File: src/rtl/mont_exp_ctrl.sv
// Left-to-right square-and-multiply sequencer for mont_mul: issues one Montgomery
// product at a time over the start/done handshake, operands referenced by address.
module mont_exp_ctrl #(
  parameter int EXP_BITS = 32,
  parameter int SKIP_LZ  = 1
) (
  input  logic                clk,
  input  logic                rst_n,
  input  logic                start,
  input  logic [EXP_BITS-1:0] exp,
  input  logic [31:0]         base_addr,
  input  logic [31:0]         one_addr,
  input  logic [31:0]         n_addr,
  input  logic [31:0]         res_addr,
  output logic                busy,
  output logic                done,
  output logic [15:0]         op_count,
  output logic                mm_start,
  output logic [31:0]         mm_a_addr,
  output logic [31:0]         mm_b_addr,
  output logic [31:0]         mm_n_addr,
  output logic [31:0]         mm_res_addr,
  input  logic                mm_done
);

  localparam int IW = $clog2(EXP_BITS);
  localparam logic [IW-1:0] IDX_TOP = IW'(EXP_BITS - 1);

  typedef enum logic [2:0] {IDLE, ISSUE0, ISSUE1, WAIT, SCAN, DONE} state_t;
  typedef enum logic [1:0] {OP_INIT, OP_SQR, OP_MUL} op_t;

  state_t              state;
  op_t                 op;
  op_t                 nxt_op;
  logic [EXP_BITS-1:0] exp_q;
  logic [31:0]         base_q;
  logic [31:0]         res_q;
  logic [IW-1:0]       idx;
  logic                seen;
  logic                cur_bit;
  logic                last_bit;
  logic                nxt_issue;
  logic                nxt_finish;
  logic                nxt_scan;
  logic                idx_dec;
  logic                set_seen;

  assign cur_bit  = exp_q[idx];
  assign last_bit = (idx == '0);

  // Next-step decision, evaluated when an op completes or while scanning for the leading one.
  always_comb begin
    nxt_issue  = 1'b0;
    nxt_op     = OP_SQR;
    nxt_finish = 1'b0;
    nxt_scan   = 1'b0;
    idx_dec    = 1'b0;
    set_seen   = 1'b0;
    case (state)
      WAIT: begin
        if (mm_done) begin
          unique case (op)
            OP_INIT: begin
              if ((SKIP_LZ != 0) && !seen) nxt_scan = 1'b1;
              else                         nxt_issue = 1'b1;
            end
            OP_SQR: begin
              if (cur_bit) begin
                nxt_issue = 1'b1;
                nxt_op    = OP_MUL;
              end else if (last_bit) begin
                nxt_finish = 1'b1;
              end else begin
                idx_dec   = 1'b1;
                nxt_issue = 1'b1;
              end
            end
            OP_MUL: begin
              if (last_bit) begin
                nxt_finish = 1'b1;
              end else begin
                idx_dec   = 1'b1;
                nxt_issue = 1'b1;
              end
            end
            default: nxt_finish = 1'b1;
          endcase
        end
      end
      SCAN: begin
        // The accumulator is still Montgomery 1 here, so the leading bit needs only the multiply.
        if (cur_bit) begin
          set_seen  = 1'b1;
          nxt_issue = 1'b1;
          nxt_op    = OP_MUL;
        end else if (last_bit) begin
          nxt_finish = 1'b1;
        end else begin
          idx_dec  = 1'b1;
          nxt_scan = 1'b1;
        end
      end
      default: ;
    endcase
  end

  always_ff @(posedge clk or negedge rst_n) begin
    if (!rst_n) begin
      state       <= IDLE;
      op          <= OP_INIT;
      exp_q       <= '0;
      base_q      <= '0;
      res_q       <= '0;
      idx         <= IDX_TOP;
      seen        <= 1'b0;
      busy        <= 1'b0;
      done        <= 1'b0;
      op_count    <= '0;
      mm_start    <= 1'b0;
      mm_a_addr   <= '0;
      mm_b_addr   <= '0;
      mm_n_addr   <= '0;
      mm_res_addr <= '0;
    end else begin
      done <= 1'b0;
      case (state)
        IDLE: begin
          if (start) begin
            exp_q       <= exp;
            base_q      <= base_addr;
            res_q       <= res_addr;
            op          <= OP_INIT;
            op_count    <= '0;
            seen        <= 1'b0;
            idx         <= IDX_TOP;
            busy        <= 1'b1;
            mm_start    <= 1'b1;
            mm_a_addr   <= one_addr;
            mm_b_addr   <= one_addr;
            mm_n_addr   <= n_addr;
            mm_res_addr <= res_addr;
            state       <= ISSUE0;
          end
        end
        ISSUE0: begin
          if (op_count != 16'hFFFF) op_count <= op_count + 16'd1;
          state <= ISSUE1;
        end
        ISSUE1: begin
          mm_start <= 1'b0;
          state    <= WAIT;
        end
        WAIT, SCAN: begin
          if (idx_dec)  idx  <= idx - 1'b1;
          if (set_seen) seen <= 1'b1;
          if (nxt_issue) begin
            op        <= nxt_op;
            mm_a_addr <= res_q;
            mm_b_addr <= (nxt_op == OP_MUL) ? base_q : res_q;
            mm_start  <= 1'b1;
            state     <= ISSUE0;
          end else if (nxt_finish) begin
            busy  <= 1'b0;
            done  <= 1'b1;
            state <= DONE;
          end else if (nxt_scan) begin
            state <= SCAN;
          end
        end
        DONE:    state <= IDLE;
        default: state <= IDLE;
      endcase
    end
  end

endmodule

File: config.mk
export PLATFORM = sky130hd
export DESIGN_NAME = mont_exp_ctrl
export DESIGN_NICKNAME = d
export VERILOG_FILES = /design/src/rtl/mont_exp_ctrl.sv
export SDC_FILE = /design/constraint.sdc
export NUM_CORES = 1
export LEC_CHECK = 0
export BUFFER_PORTS_ARGS = -buffer_cell sky130_fd_sc_hd__buf_2
export CORE_MARGIN = 5
export CORE_UTILIZATION = 45
export CTS_CLUSTER_SIZE = 25
export DETAILED_ROUTE_END_ITERATION = 8
export PLACE_DENSITY = 0.72
export RECOVER_POWER = 50
export SYNTH_ARGS = -nofsm -noshare
export SYNTH_HDL_FRONTEND = slang
export SYNTH_SLANG_ARGS = --single-unit
File: constraint.sdc
create_clock -name clk -period 7.5 [get_ports clk]
set_input_delay 1.5 -clock clk [delete_from_list [all_inputs] [get_ports clk]]
set_output_delay 1.5 -clock clk [all_outputs]
set_load 0.03 [all_outputs]
* After elaboration in Yosys (flattened, before gate mapping) *
Index checks and enable logic that the tools add are counted.

operators by class
  $add $sub $neg = 2
  multiplexer cells = 59
  reduce and logical (&&, ||, !) cells = 15
  equal/unequal tests = 16
  order comparisons = 1

operators by type and width
  operator                                            number
  two-way mux 32 bit                                  4
  case mux 32 bit (2 select lines)                    2
  two-way mux 16 bit                                  2
  case mux 16 bit (2 select lines)                    1
  two-way mux 1 bit                                   24
  adder 16 x 1 -> 16 bit, second input constant       1
  inequality test 16 bit, second input constant       1
  AND reduction 3 bit                                 5
  inequality test 2 bit, second input constant        7
  case mux 1 bit (2 select lines)                     7
  two-way mux 3 bit                                   4
  case mux 3 bit (4 select lines)                     1
  two-way mux 2 bit                                   5
  two-way mux 5 bit                                   2
  case mux 5 bit (2 select lines)                     1
  case mux 1 bit (3 select lines)                     3
  case mux 2 bit (2 select lines)                     2
  == test 3 x 2 -> 1 bit, second input constant       2
  < comparator 5 x 6 -> 1 bit, second input constant  1
  binary-select mux 1 bit (select 5 bit)              1
  zero test 5 bit                                     1
  subtractor 5 x 1 -> 5 bit, second input constant    1
  == test 2 bit, second input constant                2
  inequality test 4 bit, second input constant        1
  other kinds (10)                                    12

word-level totals
  input bits = 164
  register bits after elaboration = 222

* Logic depth before layout (Yosys ltp) *
Gate-level depths: netlist of the first run.

  depth in word-level cells = 10
  gate-level depth with buffers = 12
  depth with buffers taken out = 8

* Worst setup path before layout of the first run *
No wires, ideal clock.

  kind = input-to-reg
  start = in start
  end = reg op_count[11]
  buffers on the path = 2
  cell stages on the path = 4
  setup slack = 4,483 ps
  data required time = 7,368 ps
  data arrival time = 2,885 ps
  path through = nor4b_1 > clkbuf_1 > clkbuf_1 > nor2_1

on the way
  word-level cells in the longest chain between the ends = 2

RTL lines
  element                                 line  source
  from (decl)                             9     input logic start,
  inequality test 2 bit (no source line)  n/a
  AND reduction 3 bit (no source line)    n/a
  to (signal assigned)                    146   if (op_count != 16'hFFFF) op_count <= op_count + 16'd1;
  to (decl)                               17    output logic [15:0] op_count,

Every way passes these cells.
A chain may end at the register's enable or synchronous reset.

* Worst setup path after layout of the first run *
  start = in start
  end = reg base_q[24]

on the way
  word-level cells in the longest chain between the ends = 1

RTL lines
  element                               line  source
  AND reduction 2 bit (no source line)  n/a
  to (signal assigned)                  130   base_q <= base_addr;
  to (decl)                             36    logic [31:0] base_q;

Every way passes these cells.

==> metrics.md, run 1 <==
| Metric | Value |
|---|---|
| Detailed-route wire length | `25360 microns` |
| Post_cts resized | `0` |
| Setup WS pre-CTS | `3.774 ns` |
| Overall power | `5.763 mW` |
| CTS Buf Count | `25` |
| R2R cell count | `4` |
| Number of max-cap violations | `1` |
| Synthesized area | `between 10000 and 15000 sq um` |
| Hold Violations, Final | `0` |
| CP Capture Type | `register` |
| Sequential cell area fraction in the yosys report | `around 55%` |
| Nets | `1459` |
| Layout area overhead | `24.16%` |
| Largest net degree at the start of global routing | `107` |
| First-pass detailed-route iteration total | `4` |
| VDD IR max | `238.4 uV` |
| Hold Buf Count CTS | `0` |
| Drt via density | `4.932` |
| Core area | `21890 sq um` |
| GRT Residual Overflow | `0` |
| GP Congestion | `0.8061` |
| Slowest stage delay, CP | `2.19 ns` |
| Hold Path Class | `register to register` |
| DRT antenna net count | `0` |
| Post-route worst setup slack | `~3.1 ns` |
| Initial Utilization | `45.80%` |
| Num rows | `54` |
| First-pass GRT wire length | `41650 microns` |
| Status | `finished with violations` |
| Port bufs | `310` |
| Failing checks | `max-capacitance violations, max-slew violations` |
| Yosys cell types | `53` |
| Placed cell count | `about 1500` |
| Crit Path Max Fanout | `between 70 and 80` |
| Fin cells | `roughly 1600` |
| Yosys warnings | `0` |
| Clk slew on worst S/H paths | `about 0.060 ns` |
| Clk_lat worst skew | `around 0.51 ns` |
| Slew at the pin with the worst max-slew slack | `3.066 ns` |
| CP max-delay cell | `clkbuf_1` |
| Post-synth EDFFs | `0` |
| Critical path class | `input port to register` |
| RSZ-0062 raised after global routing | `false` |
| Skew final | `0.01424 ns` |
| DRC errors left | `0` |
| Die Y | `159.3 microns` |
| Final slew viol count | `75` |
| CP Data Required Time | `7.87 ns` |
| Total GRT Usage | `around 19%` |
| Num ports | `311` |
| Maximum clock frequency | `0.2298 GHz` |
| Number of global-route vias before repair | `8103` |
| Die area | `25370 sq um` |
| End point of the critical path | `base_q[24]` |
| DIE WIDTH | `between 150 and 200 microns` |
| #FFs+latches synth | `222` |
| Worst r2r src | `state[0]` |
| Per-cell routed wire length | `16.02 microns` |
| R2R Setup Slk | `3.72 ns` |
| Critical Path Start | `start` |
| Reg-to-reg endpoint | `base_q[24]` |
| CTS Sinks | `222` |
| Worst path depth | `5` |
| Most used cell, CP | `clkbuf_1` |
| Buf/Inv on CP | `2` |
| DRT iter0 DRCs | `between 400 and 500` |
| Tmin final | `4.352 ns` |
| Post-CTS Setup Bufs | `0` |
| Pwr Density | `462.9 nW/um^2` |
| Worst hold start | `mm_n_addr[28]` |
| CTS tree | `yes` |
| Max Buffers Root-to-Sink | `3` |
| Avg Cell Area, Syn | `roughly 10 sq um` |
| Setup crit start kind | `input port` |
| Worst path top cell family by delay | `buffers and inverters` |
| Root buffer cell | `clkbuf_16` |
| Slew HR | `-104.4%` |
| Setup Total Neg Slack | `0 ns` |
| H-Tree Depth | `1` |
| CP Cell Sequence | `clkbuf_1 > nor4b_1 > clkbuf_1 > nand2_1 > o21ai_0` |
| Period utilization | `58.03%` |
| Initial antenna violation count | `2` |
| Leakage power | `6.346 nW` |
| Post-Synthesis Cells | `between 900 and 1000` |
| Via count | `between 7000 and 8000` |
| Core Util, Final | `56.87%` |
| Layout cell share with drive strength beyond 1 | `24.50%` |
| CP arrival | `4.73 ns` |
| HPWL after detailed placement | `17380 microns` |
| Endpoints failing setup | `0` |
| Synth async-reset ratio | `100.0%` |
| Post-Syn Nets | `1166` |
| Synth Flop Type | `dfrtp_1` |
tightest hold or removal path: stages, from the launching register on:
cell	delay (ns)
dfrtp_1	0.34
nand2_1	0.05
nand2_1	0.05
layout by cell type (no fill, tap or decap), types with 25 or more instances in the layout:
| cell type | instances |
|---|---|
| dfrtp_1 | 217 |
| inv_1 | 71 |
| nor2_1 | 27 |
| mux2_2 | 30 |
| clkbuf_1 | 96 |
| mux2i_1 | 105 |
| buf_2 | 220 |
| o21ai_0 | 41 |
| nand2_1 | 337 |
| clkbuf_16 | 25 |
metrics by stage:
step | instance area, sq um | hold WS, ns
2_1_floorplan | 10030 | 0.4401
3_3_place_gp | 11760 | 0.4523
3_5_place_dp | 11760 | 0.4569
4_1_cts | 12570 | 0.4709
5_1_grt | 12450 | 0.5005
6_report | 12450 | 0.4699
power by group:
| group | total, mW | switching, mW | internal (mW) |
|---|---|---|---|
| clock network | 1.21 | 0.468 | 0.742 |
| logic | 2.49 | 1.66 | 0.831 |
| registers | 2.06 | 0.326 | 1.74 |
| total | 5.76 | 2.45 | 3.31 |
area by class of cell:
type / instances / area [sq um]
repair buffers: 318 / 1506
clock buffers: 34 / 689.4
clock inverters: 7 / 117.6
flip-flops and latches: 222 / 5562
inverters: 71 / 266.5
multi-input cells: 650 / 3955
diodes: 1 / 2.502
fillers: 1983 / 9442
well taps: 280 / 350.3
per-layer routing:
metal,part of all wire (%),global-route usage (%),up-vias
met5,0.079,0,-
met4,1.6,4.575,2
met3,7.3,5.177,28
met2,48,32.60,255
met1,43,25.24,3715
li1,-,-,3808
Yosys cell counts (7+ instances only):
| master | n | area (sq um) |
|---|---|---|
| inv_1 | 71 | 266.5 |
| nor3_1 | 7 | 35.03 |
| clkbuf_1 | 36 | 135.1 |
| o21ai_0 | 41 | 205.2 |
| mux2i_1 | 105 | 1051 |
| mux2_2 | 30 | 337.8 |
| ha_1 | 7 | 87.58 |
| buf_2 | 9 | 45.04 |
| nor2_1 | 27 | 101.4 |
| nand4_1 | 7 | 43.79 |
| xor2_1 | 7 | 61.31 |
| a21oi_1 | 8 | 40.04 |
| mux2_4 | 7 | 105.1 |
| dfrtp_1 | 217 | 5430 |
| nand3_1 | 7 | 35.03 |
| nand2_1 | 337 | 1265 |
worst min path at each step:
stage / endpoint / slack [ns] / cells after the start
after floorplan: exp_q[12] / 0.44 / 2
after global placement: mm_n_addr[0] / 0.45 / 2
after detailed placement: mm_n_addr[10] / 0.46 / 2
after CTS: mm_n_addr[28] / 0.47 / 2
after global routing: mm_n_addr[10] / 0.50 / 2
final: mm_n_addr[28] / 0.47 / 2
registers in the layout (all words and copies together) (netlist names):
register and count:
op_count 16, mm_a_addr 32, busy 1, mm_b_addr 32, op 2, seen 1
done 1, base_q 32, state 3, res_q 32, mm_start 1, idx 5
mm_n_addr 32, exp_q 32
cell families (layout without fill, tap and decap cells):
kind of cell	count (synthesis)	after routing	synth area share, %
AND/OR/NAND/NOR	414	414	17.01
flip-flops	222	222	55.47
multiplexers	147	147	16.02
buffers and inverters	123	430	5.203
AO/OA/AOI/OAI	69	69	4.293
XOR/XNOR	13	13	1.136
adder cells (fa/ha/maj)	7	7	0.8734
other	0	1	0
No activity file was read; power rests on OpenSTA's default activity.
==> inputs of run 2 (changes only) <==
--- a/config.mk
+++ b/config.mk
@@ -10,7 +10,7 @@
 export CORE_UTILIZATION = 45
 export CTS_CLUSTER_SIZE = 25
 export DETAILED_ROUTE_END_ITERATION = 8
-export PLACE_DENSITY = 0.72
+export PLACE_DENSITY = 0.74
 export RECOVER_POWER = 50
 export SYNTH_ARGS = -nofsm -noshare
 export SYNTH_HDL_FRONTEND = slang
==> constraint.sdc (replaced) <==
create_clock -name clk -period 3.92 [get_ports clk]
set_input_delay 0.784 -clock clk [delete_from_list [all_inputs] [get_ports clk]]
set_output_delay 0.784 -clock clk [all_outputs]
set_load 0.03 [all_outputs]
==> run 2 against run 1 <==
The flow still finishes with violations (max-capacitance violations, max-slew violations). Sequential share of layout area is 0.47 points lower. Critical endpoint is now mm_b_addr[0]. Worst hold slack worse by 0.011 ns. Via count is 0.99% higher. Global-route usage is 0.60 points higher. First-iteration DRC count is 3.1% higher. Cell area is 1.1% higher. Count of clock-buffer cells in the layout stayed put. Utilization is 0.60 points higher.
==> metrics.md, run 2 (synthesis results as in run 1) <==
| Metric | Value |
|---|---|
| Critical path class | `register to register (was input port to register)` |
| Initial antenna violation count | `0 (was 2)` |
| Ant diodes | `0 (was 1)` |
| VDD IR max | `472.8 uV (was 238.4 uV)` |
| Setup crit start kind | `register (was input port)` |
| Hold Path Class | `input port to register (was register to register)` |
| Nets | `1463 (was 1459)` |
| Failing checks | `max-capacitance violations, max-slew violations (unchanged)` |
| Crit Path Max Fanout | `41 (was 74)` |
| Grt met3 use | `5.307% (was 5.177%)` |
| Die area | `25370 sq um (unchanged)` |
| Num rows | `54 (unchanged)` |
| Slew HR | `-75.30% (was -104.4%)` |
| Tmin final | `3.092 ns` |
| Post-CTS Setup Bufs | `0 (unchanged)` |
| Post_cts resized | `0 (unchanged)` |
| Leakage power | `6.465 nW (was 6.346 nW)` |
| DRT iter0 DRCs | `472 (was 458)` |
| DRT antenna net count | `0 (unchanged)` |
| Setup WS pre-CTS | `0.8937 ns (was 3.774 ns)` |
| Setup Total Neg Slack | `0 ns (unchanged)` |
| Period utilization | `78.88%` |
| Most frequent cells in the layout | `nand2_1 (337), buf_2 (238), dfrtp_1 (217) (was nand2_1 (337), buf_2 (220), dfrtp_1 (217))` |
| Commonest non-fill, non-tap cell in the layout | `nand2_1 (unchanged)` |
| Clk_lat worst skew | `0.51 ns (about the same)` |
| Number of global-route vias before repair | `8224 (was 8103)` |
| Final slew viol count | `102 (was 75)` |
| Initial Utilization | `45.80% (unchanged)` |
| CP Cell Sequence | `inv_1 > ha_1 > or4b_1 > nor2_1 > o21ai_0 > nand3b_1 > nand3_4 > buf_4 > mux2_2 (was clkbuf_1 > nor4b_1 > clkbuf_1 > nand2_1 > o21ai_0)` |
| Hold Violations, Final | `0 (unchanged)` |
| Endpoints failing setup | `0 (unchanged)` |
| RSZ-0062 raised after global routing | `false (unchanged)` |
| Slew at the pin with the worst max-slew slack | `2.630 ns (was 3.066 ns)` |
| Root buffer cell | `clkbuf_16 (unchanged)` |
| HPWL after detailed placement | `17970 microns (was 17380 microns)` |
| Die Y | `159.3 microns (unchanged)` |
| Largest net degree at the start of global routing | `156 (was 107)` |
| First-pass GRT wire length | `42810 microns (was 41650 microns)` |
| Max Buffers Root-to-Sink | `3 (unchanged)` |
| CTS Buf Count | `25 (unchanged)` |
| Fin cells | `1588 (was 1583)` |
| Met1 Use GR | `26.45% (was 25.24%)` |
| GRT Max-Usage Layer | `met2 (unchanged)` |
| GRT Residual Overflow | `0 (unchanged)` |
| Slowest stage delay, CP | `0.72 ns (was 2.19 ns)` |
| GR Util met2 | `33.08% (was 32.60%)` |
| Status | `finished with violations (unchanged)` |
| First-pass detailed-route iteration total | `5 (was 4)` |
| Port bufs | `310 (unchanged)` |
| Clk slew on worst S/H paths | `0.06 ns (about the same)` |
| CP max-delay cell | `dfstp_2 (was clkbuf_1)` |
| Layout area overhead | `25.47% (was 24.16%)` |
| DIE WIDTH | `159.3 microns (unchanged)` |
| CP arrival | `3.48 ns (was 4.73 ns)` |
| Skew final | `0.01614 ns (was 0.01424 ns)` |
| CP Data Required Time | `4.31 ns (was 7.87 ns)` |
| H-Tree Depth | `1 (unchanged)` |
| Hold Buf Count CTS | `0 (unchanged)` |
| Layout cell share with drive strength beyond 1 | `26.68% (was 24.50%)` |
| Core area | `21890 sq um (unchanged)` |
| Maximum clock frequency | `0.3234 GHz` |
| Per-cell routed wire length | `16.23 microns (was 16.02 microns)` |
| Total GRT Usage | `19.99% (was 19.39%)` |
| Drt via density | `4.965 (was 4.932)` |
| Detailed-route wire length | `25780 microns (was 25360 microns)` |
| DRC errors left | `0 (unchanged)` |
| CTS Sinks | `222 (unchanged)` |
| Buf/Inv on CP | `2 (unchanged)` |
| Num ports | `311 (unchanged)` |
| Core Util, Final | `57.47% (was 56.87%)` |
| Placed cell count | `1545 (was 1541)` |
| Number of max-cap violations | `1 (unchanged)` |
| Pwr Density | `890.9 nW/um^2 (was 462.9 nW/um^2)` |
| Via count | `7885 (was 7808)` |
| GP Congestion | `0.8375 (was 0.8061)` |
| CP Capture Type | `register (unchanged)` |
| Worst path top cell family by delay | `simple AND/OR/NAND/NOR gates (was buffers and inverters)` |
| Post-route worst setup slack | `0.8281 ns (was 3.148 ns)` |
| CTS tree | `yes (unchanged)` |
-- run 2: path summary, 6_finish.rpt --
| kind | end | from | slack [ns] | depth (start not counted) |
|---|---|---|---|---|
| worst max-delay path | mm_b_addr[0] | idx[1] | 0.83 | 9 |
| worst min-delay path | mm_n_addr[25] | n_addr[25] | 0.46 | 3 |
| worst max register to register | mm_b_addr[0] | idx[1] | 0.83 | 9 |
| worst min register to register | mm_n_addr[4] | mm_n_addr[4] | 0.48 | 2 |
| max in group asynchronous | op_count[6] | rst_n | 1.11 | 2 |
| min in group asynchronous | exp_q[17] | rst_n | 1.07 | 1 |
-- run 2: cell type report --
class / count / area, sq um
Sequential cell: 222 / 5562
Tap cell: 280 / 350.3
Clock buffer: 34 / 739.5
Multi-Input combinational cell: 650 / 3955
Timing Repair Buffer: 322 / 1582
Clock inverter: 9 / 126.4
Inverter: 71 / 266.5
Fill cell: 1947 / 9310
-- run 2: report_power, final --
part | internal (mW) | switching (mW) | total [mW]
Sequential | 3.33 | 0.630 | 3.96
Clock | 1.51 | 0.928 | 2.44
Combinational | 1.62 | 3.19 | 4.81
-- run 2: tightest hold or removal path, cell delays in order --
cell     delay [ns]
buf_2          0.07
nand2_1        0.04
nand2_1        0.04
-- run 2: per-layer routing --
metal / part of all wire, % / routed length (microns)
met2: 48 / 12460
met5: 0 / 0
met3: 7.4 / 1902
met1: 42 / 10860
met4: 2.2 / 555
-- run 2: per-stage QoR --
step / power [mW] / hold WS (ns) / cell area (sq um)
5_1_grt: 11.96 / 0.4445 / 12580
4_1_cts: 11.45 / 0.3534 / 12690
6_report: 11.21 / 0.4590 / 12580
2_1_floorplan: 7.427 / 0.4401 / 10030
3_5_place_dp: 8.944 / 0.4579 / 11830
3_3_place_gp: 8.776 / 0.4525 / 11830
